--- src/rtl/puf_sig_collector_if.sv ---
// puf_sig_collector_if
//   Groups the control, golden-signature and PUF-facing signals of the
//   signature collector.
//   master : sweep controller / PUF side (drives start, abort, expected,
//            puf_result; observes challenge, run and results)
//   slave  : the collector itself
`timescale 1ns/1ps
interface puf_sig_collector_if #(
  parameter int PUF_LENGTH = 8
);
  localparam int NSIG = 1 << PUF_LENGTH;

  logic                  start;
  logic                  abort;
  logic [NSIG-1:0]       expected;
  logic                  puf_result;
  logic [PUF_LENGTH-1:0] puf_challenge;
  logic                  puf_run;
  logic                  busy;
  logic                  done;
  logic [NSIG-1:0]       signature;
  logic                  pass;

  modport master (
    output start, abort, expected, puf_result,
    input  puf_challenge, puf_run, busy, done, signature, pass
  );

  modport slave (
    input  start, abort, expected, puf_result,
    output puf_challenge, puf_run, busy, done, signature, pass
  );
endinterface

--- src/rtl/puf_sig_collector.sv ---
// puf_sig_collector
//   Sweeps every PUF challenge 0..NSIG-1, holding each one for SETTLE_CYCLES
//   with puf_run low and then EVAL_CYCLES with puf_run high, and shifts the
//   response sampled at the end of evaluation into the signature (bit i is
//   the response to challenge i). On completion the signature is compared
//   with the golden value.
//   clk   : clock, rising edge
//   reset : asynchronous, active-high
//   bus   : puf_sig_collector_if.slave (start/abort/expected/puf_result in,
//           puf_challenge/puf_run/busy/done/signature/pass out)
//
//   state | meaning
//   ------+-----------------------------------------------------------
//   IDLE  | no sweep yet (or aborted); waits for start
//   SETUP | challenge applied, puf_run low, settling
//   EVAL  | puf_run high; response captured on the last cycle
//   DONE  | signature/pass valid and held; start begins a new sweep
`timescale 1ns/1ps
module puf_sig_collector #(
  parameter int PUF_LENGTH    = 8,
  parameter int SETTLE_CYCLES = 10,
  parameter int EVAL_CYCLES   = 10
) (
  input logic                clk,
  input logic                reset,
  puf_sig_collector_if.slave bus
);
  localparam int NSIG = 1 << PUF_LENGTH;
  localparam int CMAX = (SETTLE_CYCLES > EVAL_CYCLES) ? SETTLE_CYCLES : EVAL_CYCLES;
  localparam int CW   = (CMAX > 1) ? $clog2(CMAX) : 1;

  localparam logic [CW-1:0]         SETTLE_LAST = CW'(SETTLE_CYCLES - 1);
  localparam logic [CW-1:0]         EVAL_LAST   = CW'(EVAL_CYCLES - 1);
  localparam logic [PUF_LENGTH-1:0] CHAL_LAST   = '1;

  typedef enum logic [1:0] {
    S_IDLE,
    S_SETUP,
    S_EVAL,
    S_DONE
  } state_t;

  state_t                state_q, state_d;
  logic [CW-1:0]         cnt_q, cnt_d;
  logic [PUF_LENGTH-1:0] chal_q, chal_d;
  logic                  run_q, run_d;
  logic                  busy_q, busy_d;
  logic                  done_q, done_d;
  logic                  pass_q, pass_d;
  logic [NSIG-1:0]       sig_q, sig_d;
  logic [NSIG-1:0]       sig_shift;

  assign sig_shift = {bus.puf_result, sig_q[NSIG-1:1]};

  always_ff @(posedge clk or posedge reset) begin
    if (reset) begin
      state_q <= S_IDLE;
      cnt_q   <= '0;
      chal_q  <= '0;
      run_q   <= 1'b0;
      busy_q  <= 1'b0;
      done_q  <= 1'b0;
      pass_q  <= 1'b0;
      sig_q   <= '0;
    end else begin
      state_q <= state_d;
      cnt_q   <= cnt_d;
      chal_q  <= chal_d;
      run_q   <= run_d;
      busy_q  <= busy_d;
      done_q  <= done_d;
      pass_q  <= pass_d;
      sig_q   <= sig_d;
    end
  end

  always_comb begin
    state_d = state_q;
    cnt_d   = cnt_q;
    chal_d  = chal_q;
    run_d   = run_q;
    busy_d  = busy_q;
    done_d  = done_q;
    pass_d  = pass_q;
    sig_d   = sig_q;

    case (state_q)
      S_IDLE, S_DONE: begin
        // start outranks abort here; abort alone is a no-op
        if (bus.start) begin
          state_d = S_SETUP;
          cnt_d   = '0;
          chal_d  = '0;
          run_d   = 1'b0;
          busy_d  = 1'b1;
          done_d  = 1'b0;
          pass_d  = 1'b0;
          sig_d   = '0;
        end
      end

      S_SETUP: begin
        if (bus.abort) begin
          state_d = S_IDLE;
          run_d   = 1'b0;
          busy_d  = 1'b0;
          done_d  = 1'b0;
          pass_d  = 1'b0;
        end else if (cnt_q == SETTLE_LAST) begin
          state_d = S_EVAL;
          cnt_d   = '0;
          run_d   = 1'b1;
        end else begin
          cnt_d = cnt_q + 1'b1;
        end
      end

      S_EVAL: begin
        if (bus.abort) begin
          // partial signature is deliberately kept for debug
          state_d = S_IDLE;
          run_d   = 1'b0;
          busy_d  = 1'b0;
          done_d  = 1'b0;
          pass_d  = 1'b0;
        end else if (cnt_q == EVAL_LAST) begin
          sig_d = sig_shift;
          cnt_d = '0;
          run_d = 1'b0;
          if (chal_q == CHAL_LAST) begin
            state_d = S_DONE;
            busy_d  = 1'b0;
            done_d  = 1'b1;
            // compare against the value being captured on this very edge
            pass_d  = (sig_shift == bus.expected);
          end else begin
            state_d = S_SETUP;
            chal_d  = chal_q + 1'b1;
          end
        end else begin
          cnt_d = cnt_q + 1'b1;
        end
      end

      default: begin
        state_d = S_IDLE;
      end
    endcase
  end

  assign bus.puf_challenge = chal_q;
  assign bus.puf_run       = run_q;
  assign bus.busy          = busy_q;
  assign bus.done          = done_q;
  assign bus.pass          = pass_q;
  assign bus.signature     = sig_q;
endmodule

--- src/flat_wrapper.sv ---
// flat-port wrapper written by rule: the top's interface ports become plain ports
module puf_sig_collector_flat 
#(
  parameter int PUF_LENGTH    = 8,
  parameter int SETTLE_CYCLES = 10,
  parameter int EVAL_CYCLES   = 10
)
  (clk, reset, bus_start, bus_abort, bus_expected, bus_puf_result, bus_puf_challenge, bus_puf_run, bus_busy, bus_done, bus_signature, bus_pass);
  puf_sig_collector_if #(.PUF_LENGTH(PUF_LENGTH)) bus_i ();
  input logic clk;
  input logic reset;
  input wire logic [$bits(bus_i.start)-1:0] bus_start;
  input wire logic [$bits(bus_i.abort)-1:0] bus_abort;
  input wire logic [$bits(bus_i.expected)-1:0] bus_expected;
  input wire logic [$bits(bus_i.puf_result)-1:0] bus_puf_result;
  output wire logic [$bits(bus_i.puf_challenge)-1:0] bus_puf_challenge;
  output wire logic [$bits(bus_i.puf_run)-1:0] bus_puf_run;
  output wire logic [$bits(bus_i.busy)-1:0] bus_busy;
  output wire logic [$bits(bus_i.done)-1:0] bus_done;
  output wire logic [$bits(bus_i.signature)-1:0] bus_signature;
  output wire logic [$bits(bus_i.pass)-1:0] bus_pass;
  assign bus_i.start = bus_start;
  assign bus_i.abort = bus_abort;
  assign bus_i.expected = bus_expected;
  assign bus_i.puf_result = bus_puf_result;
  assign bus_puf_challenge = bus_i.puf_challenge;
  assign bus_puf_run = bus_i.puf_run;
  assign bus_busy = bus_i.busy;
  assign bus_done = bus_i.done;
  assign bus_signature = bus_i.signature;
  assign bus_pass = bus_i.pass;
  puf_sig_collector #(.PUF_LENGTH(PUF_LENGTH), .SETTLE_CYCLES(SETTLE_CYCLES), .EVAL_CYCLES(EVAL_CYCLES)) u_core (.clk(clk), .reset(reset), .bus(bus_i));
endmodule
--- config.mk ---
export PLATFORM = sky130hd
export DESIGN_NAME = puf_sig_collector_flat
export DESIGN_NICKNAME = d
export VERILOG_FILES = /design/src/rtl/puf_sig_collector_if.sv /design/src/rtl/puf_sig_collector.sv /design/src/flat_wrapper.sv
export SDC_FILE = /design/constraint.sdc
export NUM_CORES = 1
export LEC_CHECK = 0
export CORE_AREA = 2 2 207 209
export CTS_BUF_LIST = sky130_fd_sc_hd__clkbuf_8 sky130_fd_sc_hd__clkbuf_16
export DETAILED_ROUTE_END_ITERATION = 6
export DIE_AREA = 0 0 209 211
export GPL_TIMING_DRIVEN = 0
export SYNTH_ARGS = -nofsm -noshare
export SYNTH_HDL_FRONTEND = slang
export SYNTH_SLANG_ARGS = --single-unit
--- constraint.sdc ---
create_clock -name clk -period 33 [get_ports clk]
set_clock_uncertainty 0.05 [all_clocks]
set_input_delay 9.9 -clock clk [delete_from_list [all_inputs] [get_ports clk]]
set_output_delay 9.9 -clock clk [all_outputs]
set_load 0.03 [all_outputs]
==> impl_summary.log <==
[metrics] result of the run: finished clean
[metrics] setup tns final: 0 ps
[metrics] number of post-CTS setup repair buffers: 0
[metrics] slowest stage cell on the critical path: sky130_fd_sc_hd__nor4_1
[metrics] number of hold violations in the final report: 0
[metrics] transition time at the pin with the least slew margin: 1040 ps
[metrics] quantity of hold-fixing buffers added after cts: 0
[metrics] Layout Cells excl Fill: 2686
[metrics] worst-path maximum fanout: 1
[metrics] overall routing resource usage: 29.9%
[metrics] class of the most critical hold timing path: reg -> reg
[metrics] die extent in y: 211 µm
[metrics] number of setup violations in the final report: 0
[metrics] RePlAce Congestion: 0.924
[metrics] number of global-route vias before repair: 13168
[metrics] Net count, final: 2391
[metrics] global-route congestion overflow total: 0
[metrics] Routed Antenna Nets: 0
[metrics] setup repair after global routing missed its margin: false
[metrics] Gate Count Post-Synth: 1562
[metrics] final worst-path cycle share: 38.0%
[metrics] mean cell area of the mapped netlist: 8.90 µm²
[metrics] via count normalized by instance count: 5.07
[metrics] Clock Path Buffers: 3
[metrics] CTS Sinks: 274
[metrics] number of cells upsized or downsized after cts: 0
[metrics] distinct cell type count of the synthesized netlist: 34
[metrics] number of antenna violations at the first check in global routing: 10
[metrics] number of slew-limit violations in the final report: 0
[metrics] min Tclk post-route: 12540 ps
[metrics] clock latency reported for the late side of the worst-skew pair: 560 ps
[metrics] cell area after synthesis: 0.0139 mm²
[metrics] final total power: 936 µW
[metrics] vias after detailed routing: 13625
[metrics] headroom to the max-slew limit: 30.2%
[metrics] required time reported for the critical path endpoint: 33400 ps
[metrics] Std-Cell Rows: 75
[metrics] H-Tree Level Count: 1
[metrics] met3 WL post-DR: 5210 µm
[metrics] remaining routing DRC violations: 0
[metrics] sequential area share after synthesis: 49.3%
[metrics] most repeated library cell on the critical path: sky130_fd_sc_hd__nor4_1
[metrics] effective utilization at floorplan: 33.3%
[metrics] startpoint kind of the worst setup timing path: input port
[metrics] CTS Buf Count: 31
[metrics] Critical Path AT: 12940 ps
[metrics] pin count of the biggest net entering global routing: 117
[metrics] Final WS setup: 20460 ps
[metrics] drt pass-1 iters: 5
[metrics] sum of net half-perimeters after detailed placement: 55600 µm
[metrics] die outline area: 0.0441 mm²
[metrics] warnings from Yosys: 0
[metrics] share of the core filled with cells in the final layout: 50.1%
[metrics] areal power density over the cells: 44.7 mW/mm²
[metrics] #FFs+latches synth: 274
[metrics] number of DRC markers in iteration 0: 1057
[metrics] Worst Setup Path Type: in -> reg
[metrics] Place WS: 19830 ps
[metrics] critical-path cell list: clkdlybuf4s50_1, xor2_1, nor4_1, nand4_1, nor4_1, nand3_1, o41ai_1
[metrics] die width: 209 µm
[metrics] clock tree from TritonCTS: yes
[metrics] Peak Freq: 79.7 MHz
[metrics] global-route wire length before repair: 94500 µm
[metrics] Synthesized Nets: 1828
[metrics] leakage: 8.39 nW
[metrics] routed wire length: 67400 µm
[metrics] met2 wire len: 32400 µm
[metrics] uppermost metal layer occupied by signal nets: met5
[metrics] post-DR wirelength/cell: 25.1 µm
[metrics] Maximum Capacitance Violations: 0
[metrics] clock-pin slew on the worst setup and hold paths: 60 ps
[metrics] num ports: 529
[metrics] Worst path max stage delay: 940 ps
[metrics] fraction of layout cells with a size suffix above 1: 4.15%
[metrics] element type at the critical path end: flop
[metrics] number of cells in the design after placement: 2631
[metrics] area inside the core boundary: 0.0418 mm²
[metrics] Max IR drop VDD: 0.0329 mV
[metrics] met1 layer wirelength in the final routing: 27600 µm
[metrics] count of input and output buffers: 527
[metrics] CTS Root Cell: sky130_fd_sc_hd__clkbuf_16
[metrics] relative area change from synthesis to final layout: 50.6%
==> area by class of cell <==
type	instances	area [µm²]
Antenna cell	3	7.51
Clock inverter	12	106
Tap cell	539	674
Clock buffer	40	900
Fill cell	3995	20800
Timing Repair Buffer	530	5340
Buffer	91	531
Sequential cell	274	6860
Multi-Input combinational cell	1190	6480
Inverter	7	33.8
==> placed cells by master, fill, tap and decap left out, types with 2 or more instances in the layout <==
cell                              count
sky130_fd_sc_hd__ha_1                 5
sky130_fd_sc_hd__nor2_1              14
sky130_fd_sc_hd__nand3_1              9
sky130_fd_sc_hd__clkdlybuf4s50_1    527
sky130_fd_sc_hd__nand4_1             38
sky130_fd_sc_hd__a21oi_1              9
sky130_fd_sc_hd__clkbuf_1            56
sky130_fd_sc_hd__buf_2               11
sky130_fd_sc_hd__buf_16               2
sky130_fd_sc_hd__o21ai_1            181
sky130_fd_sc_hd__xnor2_1            115
sky130_fd_sc_hd__o21ai_0             84
sky130_fd_sc_hd__buf_6               23
sky130_fd_sc_hd__bufinv_16            2
sky130_fd_sc_hd__nand2_1            519
sky130_fd_sc_hd__nor4_1              45
sky130_fd_sc_hd__xor2_1             145
sky130_fd_sc_hd__inv_1               11
sky130_fd_sc_hd__nor3_1               6
sky130_fd_sc_hd__clkbuf_16           31
sky130_fd_sc_hd__mux2_2               2
sky130_fd_sc_hd__clkbuf_8             9
sky130_fd_sc_hd__o41ai_1              3
sky130_fd_sc_hd__or3_1                3
sky130_fd_sc_hd__dfrtp_1            274
sky130_fd_sc_hd__diode_2              3
sky130_fd_sc_hd__clkinv_2             4
==> routing by layer <==
metal,up-vias,track usage [%]
li1,6262,-
met2,578,50.1
met1,6700,38.5
met5,-,0
met3,75,6.88
met4,10,9.38
==> cell usage after synthesis <==
cell,count,share of area (%)
sky130_fd_sc_hd__nand2_1,519,14
sky130_fd_sc_hd__o41ai_1,3,0.19
sky130_fd_sc_hd__nor4_1,45,2.0
sky130_fd_sc_hd__a211oi_1,1,0.054
sky130_fd_sc_hd__buf_4,1,0.054
sky130_fd_sc_hd__buf_1,1,0.027
sky130_fd_sc_hd__o21ai_1,181,6.5
sky130_fd_sc_hd__o21ai_0,84,3.0
sky130_fd_sc_hd__inv_1,7,0.19
sky130_fd_sc_hd__dfrtp_1,274,49
sky130_fd_sc_hd__mux2_2,2,0.16
sky130_fd_sc_hd__xnor2_1,115,7.2
sky130_fd_sc_hd__nand2b_4,1,0.099
sky130_fd_sc_hd__clkbuf_1,56,1.5
sky130_fd_sc_hd__a211o_1,1,0.063
sky130_fd_sc_hd__and3_1,1,0.045
sky130_fd_sc_hd__or3_1,3,0.14
sky130_fd_sc_hd__nand4_1,38,1.7
sky130_fd_sc_hd__a2bb2oi_1,1,0.063
sky130_fd_sc_hd__and3b_1,1,0.063
sky130_fd_sc_hd__or2_1,1,0.045
sky130_fd_sc_hd__buf_6,23,1.9
sky130_fd_sc_hd__o22ai_1,1,0.045
sky130_fd_sc_hd__nand3_1,9,0.32
sky130_fd_sc_hd__a22oi_1,1,0.054
sky130_fd_sc_hd__buf_2,10,0.36
sky130_fd_sc_hd__ha_1,5,0.45
sky130_fd_sc_hd__a21oi_1,9,0.32
sky130_fd_sc_hd__nand3b_4,1,0.14
sky130_fd_sc_hd__nor2_1,14,0.38
sky130_fd_sc_hd__xor2_1,145,9.1
sky130_fd_sc_hd__nor3_1,6,0.22
sky130_fd_sc_hd__o32ai_1,1,0.063
sky130_fd_sc_hd__nor2b_1,1,0.045
==> through the flow <==
step	cell area [µm²]	hold slack (ps)
CTS	20900	433
floorplan	13900	466
global placement	19800	414
global route	20900	461
finish	20900	431
detailed placement	19900	420
==> final timing paths <==
kind                                                       from                                     to  slack (ps)  depth (start not counted)
max                                            bus_expected[15]            u_core.bus.pass$_DFFE_PP0P_       20460                          7
min                         u_core.bus.signature[0]$_DFFE_PP0P_    u_core.bus.signature[0]$_DFFE_PP0P_         430                          2
max reg2reg                u_core.bus.signature[16]$_DFFE_PP0P_            u_core.bus.pass$_DFFE_PP0P_       29700                          6
min reg2reg                 u_core.bus.signature[0]$_DFFE_PP0P_    u_core.bus.signature[0]$_DFFE_PP0P_         430                          2
max in group asynchronous                                 reset    u_core.bus.signature[1]$_DFFE_PP0P_       22170                          3
min in group asynchronous                                 reset  u_core.bus.signature[164]$_DFFE_PP0P_        9730                          2
==> flip-flops by register name, summed over array words and instances (netlist names) <==
signal	cells
u_core.bus.done	1
u_core.bus.pass	1
u_core.bus.signature	256
u_core.bus.puf_challenge	8
u_core.bus.puf_run	1
u_core.state_q	2
u_core.bus.busy	1
u_core.cnt_q	4
==> logic make-up (layout without fill, tap and decap cells) <==
kind of cell | after synthesis | count (layout) | synth area share [%]
other | 0 | 3 | 0
flip-flops | 274 | 274 | 49.3
XOR/XNOR | 260 | 260 | 16.4
AO/OA/AOI/OAI | 283 | 283 | 10.4
buffers and inverters | 98 | 680 | 4.01
multiplexers | 2 | 2 | 0.162
adder cells (fa/ha/maj) | 5 | 5 | 0.450
AND/OR/NAND/NOR | 640 | 640 | 19.3
==> power by group <==
part | internal (mW) | switching, mW
combinational | 0.0829 | 0.165
clock | 0.204 | 0.141
sequential | 0.339 | 0.00313
==> critical path, delay by kind of cell <==
kind            cells  cell delay (ps)
simple gates        4             1980
compound gates      1              380
xor+xnor            1              200
buf+inv             1              470
(Power assumes the default switching activity.)
